==> src/rtl/debug_frame_sequencer.sv <==
// ---------------------------------------------------------------------------
// debug_frame_sequencer
//
// Replays a host-loaded script of debug control commands onto the pipeline's
// 32-bit frame port. Each command frame is held for (hold+1) cycles and is
// followed by GAP_CYCLES idle cycles. The returning frame is captured once
// per command into a first-word fall-through response FIFO.
//
// Ports:
//   i_clock, i_reset     clock, asynchronous active-high reset
//   i_cmd_wr/i_cmd_data  append a script entry {code,addr_type,address,hold}
//   i_clear              empty the script (IDLE only, wins over i_cmd_wr)
//   i_start/i_loop       begin replay; loop mode is sampled at start
//   i_abort              stop replay at once (ISSUE/GAP only)
//   o_frame_to_mips      registered frame {code,valid,addr_type,address}
//   i_frame_from_mips    frame returned by the pipeline
//   i_rsp_rd             pop the response FIFO
//   o_rsp_data           FIFO head, valid while !o_rsp_empty
//   o_rsp_empty          response FIFO empty
//   o_cmd_full           script memory full
//   o_busy               replay in progress
//   o_done               one-cycle pulse when a non-looping script ends
//   o_overflow           sticky, a response was dropped on a full FIFO
// ---------------------------------------------------------------------------
module debug_frame_sequencer #(
  parameter int NB_CODE      = 6,
  parameter int NB_ADDR_TYPE = 9,
  parameter int NB_ADDR      = 16,
  parameter int NB_FRAME     = 32,
  parameter int NB_HOLD      = 4,
  parameter int SCRIPT_DEPTH = 16,
  parameter int RESP_DEPTH   = 8,
  parameter int GAP_CYCLES   = 2,
  parameter logic [NB_CODE-1:0] IDLE_CODE = 6'b001010
) (
  input  logic                                         i_clock,
  input  logic                                         i_reset,
  input  logic                                         i_cmd_wr,
  input  logic [NB_CODE+NB_ADDR_TYPE+NB_ADDR+NB_HOLD-1:0] i_cmd_data,
  input  logic                                         i_clear,
  input  logic                                         i_start,
  input  logic                                         i_loop,
  input  logic                                         i_abort,
  output logic [NB_FRAME-1:0]                          o_frame_to_mips,
  input  logic [NB_FRAME-1:0]                          i_frame_from_mips,
  input  logic                                         i_rsp_rd,
  output logic [NB_FRAME-1:0]                          o_rsp_data,
  output logic                                         o_rsp_empty,
  output logic                                         o_cmd_full,
  output logic                                         o_busy,
  output logic                                         o_done,
  output logic                                         o_overflow
);

  localparam int NB_CMD = NB_CODE + NB_ADDR_TYPE + NB_ADDR + NB_HOLD;
  localparam int IDX_W  = $clog2(SCRIPT_DEPTH);
  localparam int RSP_AW = $clog2(RESP_DEPTH);
  localparam int GAP_W  = $clog2(GAP_CYCLES + 1);
  localparam int CNT_W  = (NB_HOLD > GAP_W) ? NB_HOLD : GAP_W;
  localparam logic [NB_FRAME-1:0] IDLE_FRAME = {IDLE_CODE, {(NB_FRAME-NB_CODE){1'b0}}};

  typedef enum logic [1:0] {IDLE, ISSUE, GAP, DONE} state_t;

  state_t state, state_next;

  logic [NB_CMD-1:0]   script_mem [SCRIPT_DEPTH];
  logic [NB_FRAME-1:0] rsp_mem    [RESP_DEPTH];

  logic [IDX_W:0]      count;
  logic [IDX_W-1:0]    idx;
  logic                loop_mode;
  logic [CNT_W-1:0]    cnt;
  logic [NB_FRAME-1:0] frame_q, frame_next;
  logic                overflow;
  logic [RSP_AW:0]     wr_ptr, rd_ptr;

  logic [NB_CMD-1:0]       cur_cmd;
  logic [NB_CODE-1:0]      cur_code;
  logic [NB_ADDR_TYPE-1:0] cur_at;
  logic [NB_ADDR-1:0]      cur_addr;
  logic [NB_HOLD-1:0]      cur_hold;

  logic start_ok, hold_done, gap_done, more_cmds;
  logic script_wr, clear_ok;
  logic rsp_full, rsp_empty, capture, rsp_pop, rsp_push, rsp_drop;

  // Fields of the script entry currently being replayed
  assign cur_cmd  = script_mem[idx];
  assign cur_code = cur_cmd[NB_CMD-1 -: NB_CODE];
  assign cur_at   = cur_cmd[NB_ADDR+NB_HOLD +: NB_ADDR_TYPE];
  assign cur_addr = cur_cmd[NB_HOLD +: NB_ADDR];
  assign cur_hold = cur_cmd[NB_HOLD-1:0];

  // cnt restarts at zero on every state change, so it counts cycles spent
  // in the current ISSUE or GAP phase.
  assign hold_done = (cnt == CNT_W'(cur_hold));
  assign gap_done  = (cnt == CNT_W'(GAP_CYCLES - 1));
  assign more_cmds = (({1'b0, idx} + (IDX_W+1)'(1)) < count);
  assign start_ok  = (state == IDLE) && i_start && (count != '0);

  assign o_cmd_full = (count == (IDX_W+1)'(SCRIPT_DEPTH));
  assign clear_ok   = (state == IDLE) && i_clear;
  assign script_wr  = (state == IDLE) && i_cmd_wr && !i_clear && !o_cmd_full;

  // Extra pointer bit distinguishes full from empty when the indices match
  assign rsp_empty = (wr_ptr == rd_ptr);
  assign rsp_full  = (wr_ptr[RSP_AW] != rd_ptr[RSP_AW]) &&
                     (wr_ptr[RSP_AW-1:0] == rd_ptr[RSP_AW-1:0]);
  assign capture   = (state == GAP) && (cnt == '0) && !i_abort;
  assign rsp_pop   = i_rsp_rd && !rsp_empty;
  assign rsp_push  = capture && (!rsp_full || rsp_pop);
  assign rsp_drop  = capture && rsp_full && !rsp_pop;

  assign o_rsp_empty     = rsp_empty;
  assign o_rsp_data      = rsp_mem[rd_ptr[RSP_AW-1:0]];
  assign o_frame_to_mips = frame_q;
  assign o_overflow      = overflow;

  // State register
  always_ff @(posedge i_clock or posedge i_reset) begin
    if (i_reset) state <= IDLE;
    else         state <= state_next;
  end

  // Next-state logic; abort wins over every other exit from ISSUE/GAP
  always_comb begin
    state_next = state;
    case (state)
      IDLE:  if (start_ok) state_next = ISSUE;
      ISSUE: begin
        if (i_abort)        state_next = IDLE;
        else if (hold_done) state_next = GAP;
      end
      GAP: begin
        if (i_abort)       state_next = IDLE;
        else if (gap_done) state_next = (more_cmds || loop_mode) ? ISSUE : DONE;
      end
      DONE:    state_next = IDLE;
      default: state_next = IDLE;
    endcase
  end

  // Outputs; the frame is computed here and registered, so a command frame
  // shows up one cycle after ISSUE is entered and lingers one cycle into GAP.
  always_comb begin
    o_busy     = (state == ISSUE) || (state == GAP);
    o_done     = (state == DONE);
    frame_next = IDLE_FRAME;
    if (state == ISSUE && !i_abort) frame_next = {cur_code, 1'b1, cur_at, cur_addr};
  end

  // Replay bookkeeping, script count, response pointers and sticky overflow
  always_ff @(posedge i_clock or posedge i_reset) begin
    if (i_reset) begin
      count     <= '0;
      idx       <= '0;
      loop_mode <= 1'b0;
      cnt       <= '0;
      frame_q   <= IDLE_FRAME;
      overflow  <= 1'b0;
      wr_ptr    <= '0;
      rd_ptr    <= '0;
    end else begin
      frame_q <= frame_next;
      cnt     <= (state_next != state) ? '0 : cnt + CNT_W'(1);

      if (clear_ok)       count <= '0;
      else if (script_wr) count <= count + (IDX_W+1)'(1);

      if (start_ok) begin
        loop_mode <= i_loop;
        idx       <= '0;
      end else if (state == GAP && state_next == ISSUE) begin
        idx <= more_cmds ? idx + IDX_W'(1) : '0;
      end

      if (start_ok)      overflow <= 1'b0;
      else if (rsp_drop) overflow <= 1'b1;

      if (rsp_push) wr_ptr <= wr_ptr + (RSP_AW+1)'(1);
      if (rsp_pop)  rd_ptr <= rd_ptr + (RSP_AW+1)'(1);
    end
  end

  // Storage arrays carry no reset; the count and pointers define what is valid
  always_ff @(posedge i_clock) begin
    if (script_wr) script_mem[count[IDX_W-1:0]] <= i_cmd_data;
    if (rsp_push)  rsp_mem[wr_ptr[RSP_AW-1:0]]  <= i_frame_from_mips;
  end

endmodule

==> config.mk <==
export PLATFORM = sky130hd
export DESIGN_NAME = debug_frame_sequencer
export DESIGN_NICKNAME = d
export VERILOG_FILES = /design/src/rtl/debug_frame_sequencer.sv
export SDC_FILE = /design/constraint.sdc
export NUM_CORES = 1
export LEC_CHECK = 0
export ABC_CLOCK_PERIOD_IN_PS = 11000
export BUFFER_PORTS_ARGS = -buffer_cell sky130_fd_sc_hd__buf_2
export CELL_PAD_IN_SITES_DETAIL_PLACEMENT = 2
export CELL_PAD_IN_SITES_GLOBAL_PLACEMENT = 2
export CORE_MARGIN = 5
export CORE_UTILIZATION = 53
export CTS_CLUSTER_SIZE = 14
export DETAILED_ROUTE_END_ITERATION = 16
export GPL_TIMING_DRIVEN = 0
export PLACE_DENSITY = 0.84
export SETUP_SLACK_MARGIN = 0.2
export SYNTH_ARGS = -nofsm -noshare
export SYNTH_HDL_FRONTEND = slang
export SYNTH_SLANG_ARGS = --single-unit
export TNS_END_PERCENT = 100
==> constraint.sdc <==
create_clock -name i_clock -period 11 [get_ports i_clock]
set_input_delay 3.3 -clock i_clock [delete_from_list [all_inputs] [get_ports i_clock]]
set_output_delay 3.3 -clock i_clock [all_outputs]
set_load 0.01 [all_outputs]
Word level (Yosys, flattened, before mapping)
Memory sizes are Yosys's and may differ from the RTL's.
Cells that the tools add are included.
{"block": "word_totals", "regBits": 57, "ramBits": 816, "in_bits": 75, "output_inout_bits": 69, "word_cells": 79, "n_memories": 2}
{"memory": "script_mem", "depth": 16, "width": 35, "rd": 1, "rd_ports_with_merged_regs": 0, "write_ports": 1, "line_no": "66", "rtl": "logic [NB_CMD-1:0] script_mem [SCRIPT_DEPTH];"}
{"memory": "rsp_mem", "depth": 8, "width": 32, "rd": 1, "rd_ports_with_merged_regs": 0, "write_ports": 1, "line_no": "67", "rtl": "logic [NB_FRAME-1:0] rsp_mem [RESP_DEPTH];"}
{"block": "op_classes", "n_addsub": 6, "n_lt_le_gt_ge": 1, "n_eq_ne": 11, "n_mux": 20, "reduce_logical": 30}
{"cell": "$mux 32", "n": 1}
{"cell": "$add 4x1->4 const B", "n": 4}
{"cell": "$mux 4", "n": 4}
{"cell": "$logic_and 1x1->1", "n": 15}
{"cell": "$mux 2", "n": 6}
{"cell": "$mux 5", "n": 2}
{"cell": "$eq 4x4->1", "n": 2}
{"cell": "$pmux 2 s4", "n": 1}
{"cell": "$logic_not 1->1", "n": 6}
{"cell": "$mux 1", "n": 6}
{"cell": "$reduce_bool 2->1", "n": 3}
{"cell": "$add 4x1->5 const B", "n": 1}
{"cell": "$add 5x1->5 const B", "n": 1}
{"cell": "$eq 5x5->1 const B", "n": 1}
{"cell": "$lt 5x5->1", "n": 1}
{"cell": "$reduce_bool 5->1", "n": 1}
{"cell": "$eq 2x1->1 const B", "n": 2}
{"cell": "$eq 2x2->1 const B", "n": 2}
{"cell": "$eq 4x1->1 const B", "n": 1}
{"cell": "$logic_not 4->1", "n": 1}
{"cell": "$eq 3x3->1", "n": 1}
{"cell": "$logic_or 1x1->1", "n": 3}
{"cell": "$logic_not 2->1", "n": 1}
{"cell": "$ne 2x2->1", "n": 1}
{"cell": "$ne 1x1->1", "n": 1}

Longest topological paths before layout
{"block": "logic_depth", "word_depth": 11, "ltp_mapped": 14, "ltp_nobuf": 9}

Worst setup path before layout
No wires, ideal clock.
{"block": "synth_timing", "path_type": "input to register", "startpoint": "in i_clear", "endpoint": "mem script_mem[3][0] in the netlist's numbering (enable)", "arrival_ns": 6.412, "required_time_ns": 10.529, "setup_slack_ns": 4.117, "cell_stages": 4, "path_cell_list": "nand3b_1 nor2_1 nand2_1 nor3_1"}
{"block": "synth_between", "elab_chain_len": 5}
{"element": "start, declared", "line_no": "40", "rtl": "input logic i_clear,"}
{"element": "$logic_not 1->1", "line_no": "103", "rtl": "assign script_wr = (state == IDLE) && i_cmd_wr && !i_clear && !o_cmd_full;"}
{"element": "$logic_and 1x1->1 (2 in a row)", "line_no": "103"}
{"element": "$mux 1", "line_no": "187", "rtl": "if (script_wr) script_mem[count[IDX_W-1:0]] <= i_cmd_data;"}
{"element": "$mux 1 (implied by the code)", "line_no": "187"}
{"element": "end, declared", "line_no": "66"}
Every way passes these cells.

Worst setup path after layout
{"block": "layout_timing", "startpoint": "reg rd_ptr[0]", "endpoint": "out o_rsp_data[0]"}
{"block": "layout_between", "elab_chain_len": 1}
{"element": "start, declared", "line_no": "75", "rtl": "logic [RSP_AW:0] wr_ptr, rd_ptr;"}
{"element": "start signal, assigned", "line_no": "181", "rtl": "if (rsp_pop) rd_ptr <= rd_ptr + (RSP_AW+1)'(1);"}
{"element": "$mem_v2 8x32"}
{"element": "end, declared", "line_no": "47", "rtl": "output logic [NB_FRAME-1:0] o_rsp_data,"}
Every way passes these cells.

==> impl_metrics.toml <==
[pwr]
leakage_nw = 12.6
power_density_nw_per_um2 = 223
ir_drop_mv = 0.197

[clock_tree]
clk_pin_slew_ps = 70
clock_path_buffers = 3
numCtsBuffers = 89
cts_tree = "yes"
cts_hold_buf = 0
clkLatencyLatePin_ps = 670
cts_root_buf = "clkbuf_16"
cts_num_sinks = 873
cts_post_setup_buffers_inserted = 0
cts-resized-gates = 0
cts_max_level = 3

[layout]
final_cell_mix = "edfxtp_1, mux4_2, buf_2, clkbuf_16, clkbuf_1"
layout_commonest_cell = "edfxtp_1"
layout-drive-gt1-share = 0.361
nNetsFinal = 1813
postLayoutCellArea_um2 = 39000
areaGrowthSynthToFinish_pct = 16.8

[sta]
hold_viol_final = 0
setup_violations = 0
fin_crit_ps = 7220
relSlewSlack = 0.104
finalMaxSlewViolations = 0
finalCritPeriodShare = 0.656
skew_ps = 32.0
worst_slew_pin_slew_ps = 1340
setup-tns-final_ps = 0
max_freq_mhz = 139
rsz0062_at_grt = "false"
holdWs_ps = 511

[synth]
yosys_register_bits = 873
syn-num-nets = 1525
ys_seq_area_frac = 0.776
netlist_area_um2 = 33400
yosysUniqueCellTypes = 50
synth.avg_cell_area_um2 = 23.4
synth_ff_type = "edfxtp_1"
yosysWarnings = 0
async_flop_share = 0.0653
synth_edf_count = 816
synth_cells = 1431

[outcome]
outcome = "finished clean"

[drt]
ant_nets = 0
finalWirelength_mm = 121
drt-wirelength-per-cell_um = 45.7
post-route-drc-count = 0
via_count = 18300
dr.pass1.iters = 5
viasPerCell = 6.92
dr.first_iter.drc_count = 2736

[global_routing]
grt_overflow = 0
grt_pass1_wl_mm = 167
grt_usage = 0.360
first_global_vias = 19400
grt_max_degree = 51
antenna_found_initial = 9

[critical_path]
crit_buf_inv = 4
cp.required_ps = 7700
crit_family = "buffers and inverters"
endpoint_kind = "output port"
setup.worst_path.class = "reg -> out"
slowest_delay_ps = 840
cp_common_cell = "buf_1"
crit_chain = "clkbuf_1 > buf_1 > buf_1 > mux4_2 > mux2_2 > buf_2"
crit_arrival_ps = 3920
crit_fanout = 10
slowest_stage = "buf_1"
cp-start-kind = "flop"

[die]
pin_count = 144
die_x_um = 261
dieArea_um2 = 68200
core-area_um2 = 62700
die_y_um = 261
initial_core_util = 0.533
placementRows = 92

[placement]
gp_congestion = 0.736
place_hpwl_mm = 70.4
port-buffer-count = 143
placed_area_um2 = 36200

[worst_hold_path]
hold_class = "reg -> reg"

[run]
maxCapViolCount = 0
-- kinds of logic (layout without fill, tap and decap cells) --
logic type               Yosys count  count (layout)  share of synthesized area
AO/OA/AOI/OAI                     39              39                    0.00827
flip-flops                       873             873                      0.776
XOR/XNOR                          22              22                    0.00666
multiplexers                     273             273                      0.173
adder cells (fa/ha/maj)           19              19                    0.00711
AND/OR/NAND/NOR                  121             121                     0.0192
buffers and inverters             84             446                     0.0101
other                              0               6                          0
-- state kept, by name, summed over array words and instances, names as in the netlist --
| signal | cells |
|---|---|
| idx | 4 |
| o_overflow | 1 |
| script_mem | 560 |
| wr_ptr | 4 |
| rd_ptr | 4 |
| rsp_mem | 256 |
| o_frame_to_mips | 32 |
| cnt | 4 |
| count | 5 |
| state | 2 |
| loop_mode | 1 |
-- cell type report --
class,count,area (um^2)
sequential,873,25900
fill,4744,23700
multi-input combinational,474,7300
clock buffer,126,2510
timing repair buffer,197,1530
tap,846,1060
clock inverter,39,328
buffer,70,287
inverter,14,55.1
antenna,6,15.0
-- worst paths after layout --
check	start	to	slack [ps]	cells past startpoint
setup reg to reg	idx[1]	idx[3]	4860	13
hold reg to reg	rd_ptr[3]	rd_ptr[3]	510	1
hold / removal	rd_ptr[3]	rd_ptr[3]	510	1
setup / recovery	rd_ptr[0]	o_rsp_data[0]	3780	6
max in group asynchronous	i_reset	o_frame_to_mips[18]	7770	3
min in group asynchronous	i_reset	wr_ptr[0]	2580	2
-- Yosys cell counts (all sizes together), types with 2 or more instances --
cell type / number / area, um^2
a21boi: 2 / 15.0
a21o: 2 / 15.0
a21oi: 11 / 55.1
a311oi: 2 / 23.8
a32oi: 2 / 17.5
and2: 34 / 213
and3: 2 / 12.5
buf: 26 / 121
clkbuf: 44 / 165
dfrtp: 55 / 1380
dfstp: 2 / 52.6
edfxtp: 816 / 24500
ha: 19 / 238
inv: 14 / 52.6
mux2: 34 / 383
mux4: 239 / 5380
nand2: 22 / 82.6
nand2b: 5 / 31.3
nand3: 6 / 30.0
nand4: 5 / 37.5
nor2: 26 / 97.6
nor2b: 2 / 12.5
nor3: 8 / 40.0
nor3b: 5 / 37.5
o21ai: 6 / 30.0
o311ai: 2 / 17.5
o31ai: 2 / 15.0
xnor2: 17 / 179
xor2: 5 / 43.8
-- where the power goes --
| group | internal [W] | leakage [nW] | switching [W] |
|---|---|---|---|
| Sequential | 0.00374 | 8.10 | 0.0000901 |
| Combinational | 0.000753 | 3.13 | 0.00105 |
| Clock | 0.00167 | 1.39 | 0.00141 |
| Total | 0.00616 | 12.6 | 0.00256 |
-- metal layers --
layer	global-route usage	share of wire	wire length, um	vias up
li1	-	-	-	6613
met1	0.440	0.34	40900	9862
met2	0.623	0.52	62800	1426
met3	0.0791	0.085	10200	386
met4	0.158	0.056	6770	12
met5	0.00214	0.00068	82	-
-- per-stage QoR --
stage	setup WS [ps]	utilization	instances	total power, W
final	3780	0.622	2645	0.00872
after global routing	3570	0.622	2641	0.00897
after CTS	3680	0.622	2639	0.00874
after detailed placement	4460	0.577	2474	0.00559
after global placement	696	0.561	2420	0.00538
after floorplan	4120	-	1431	0.00491
(Power assumes the default switching activity.)
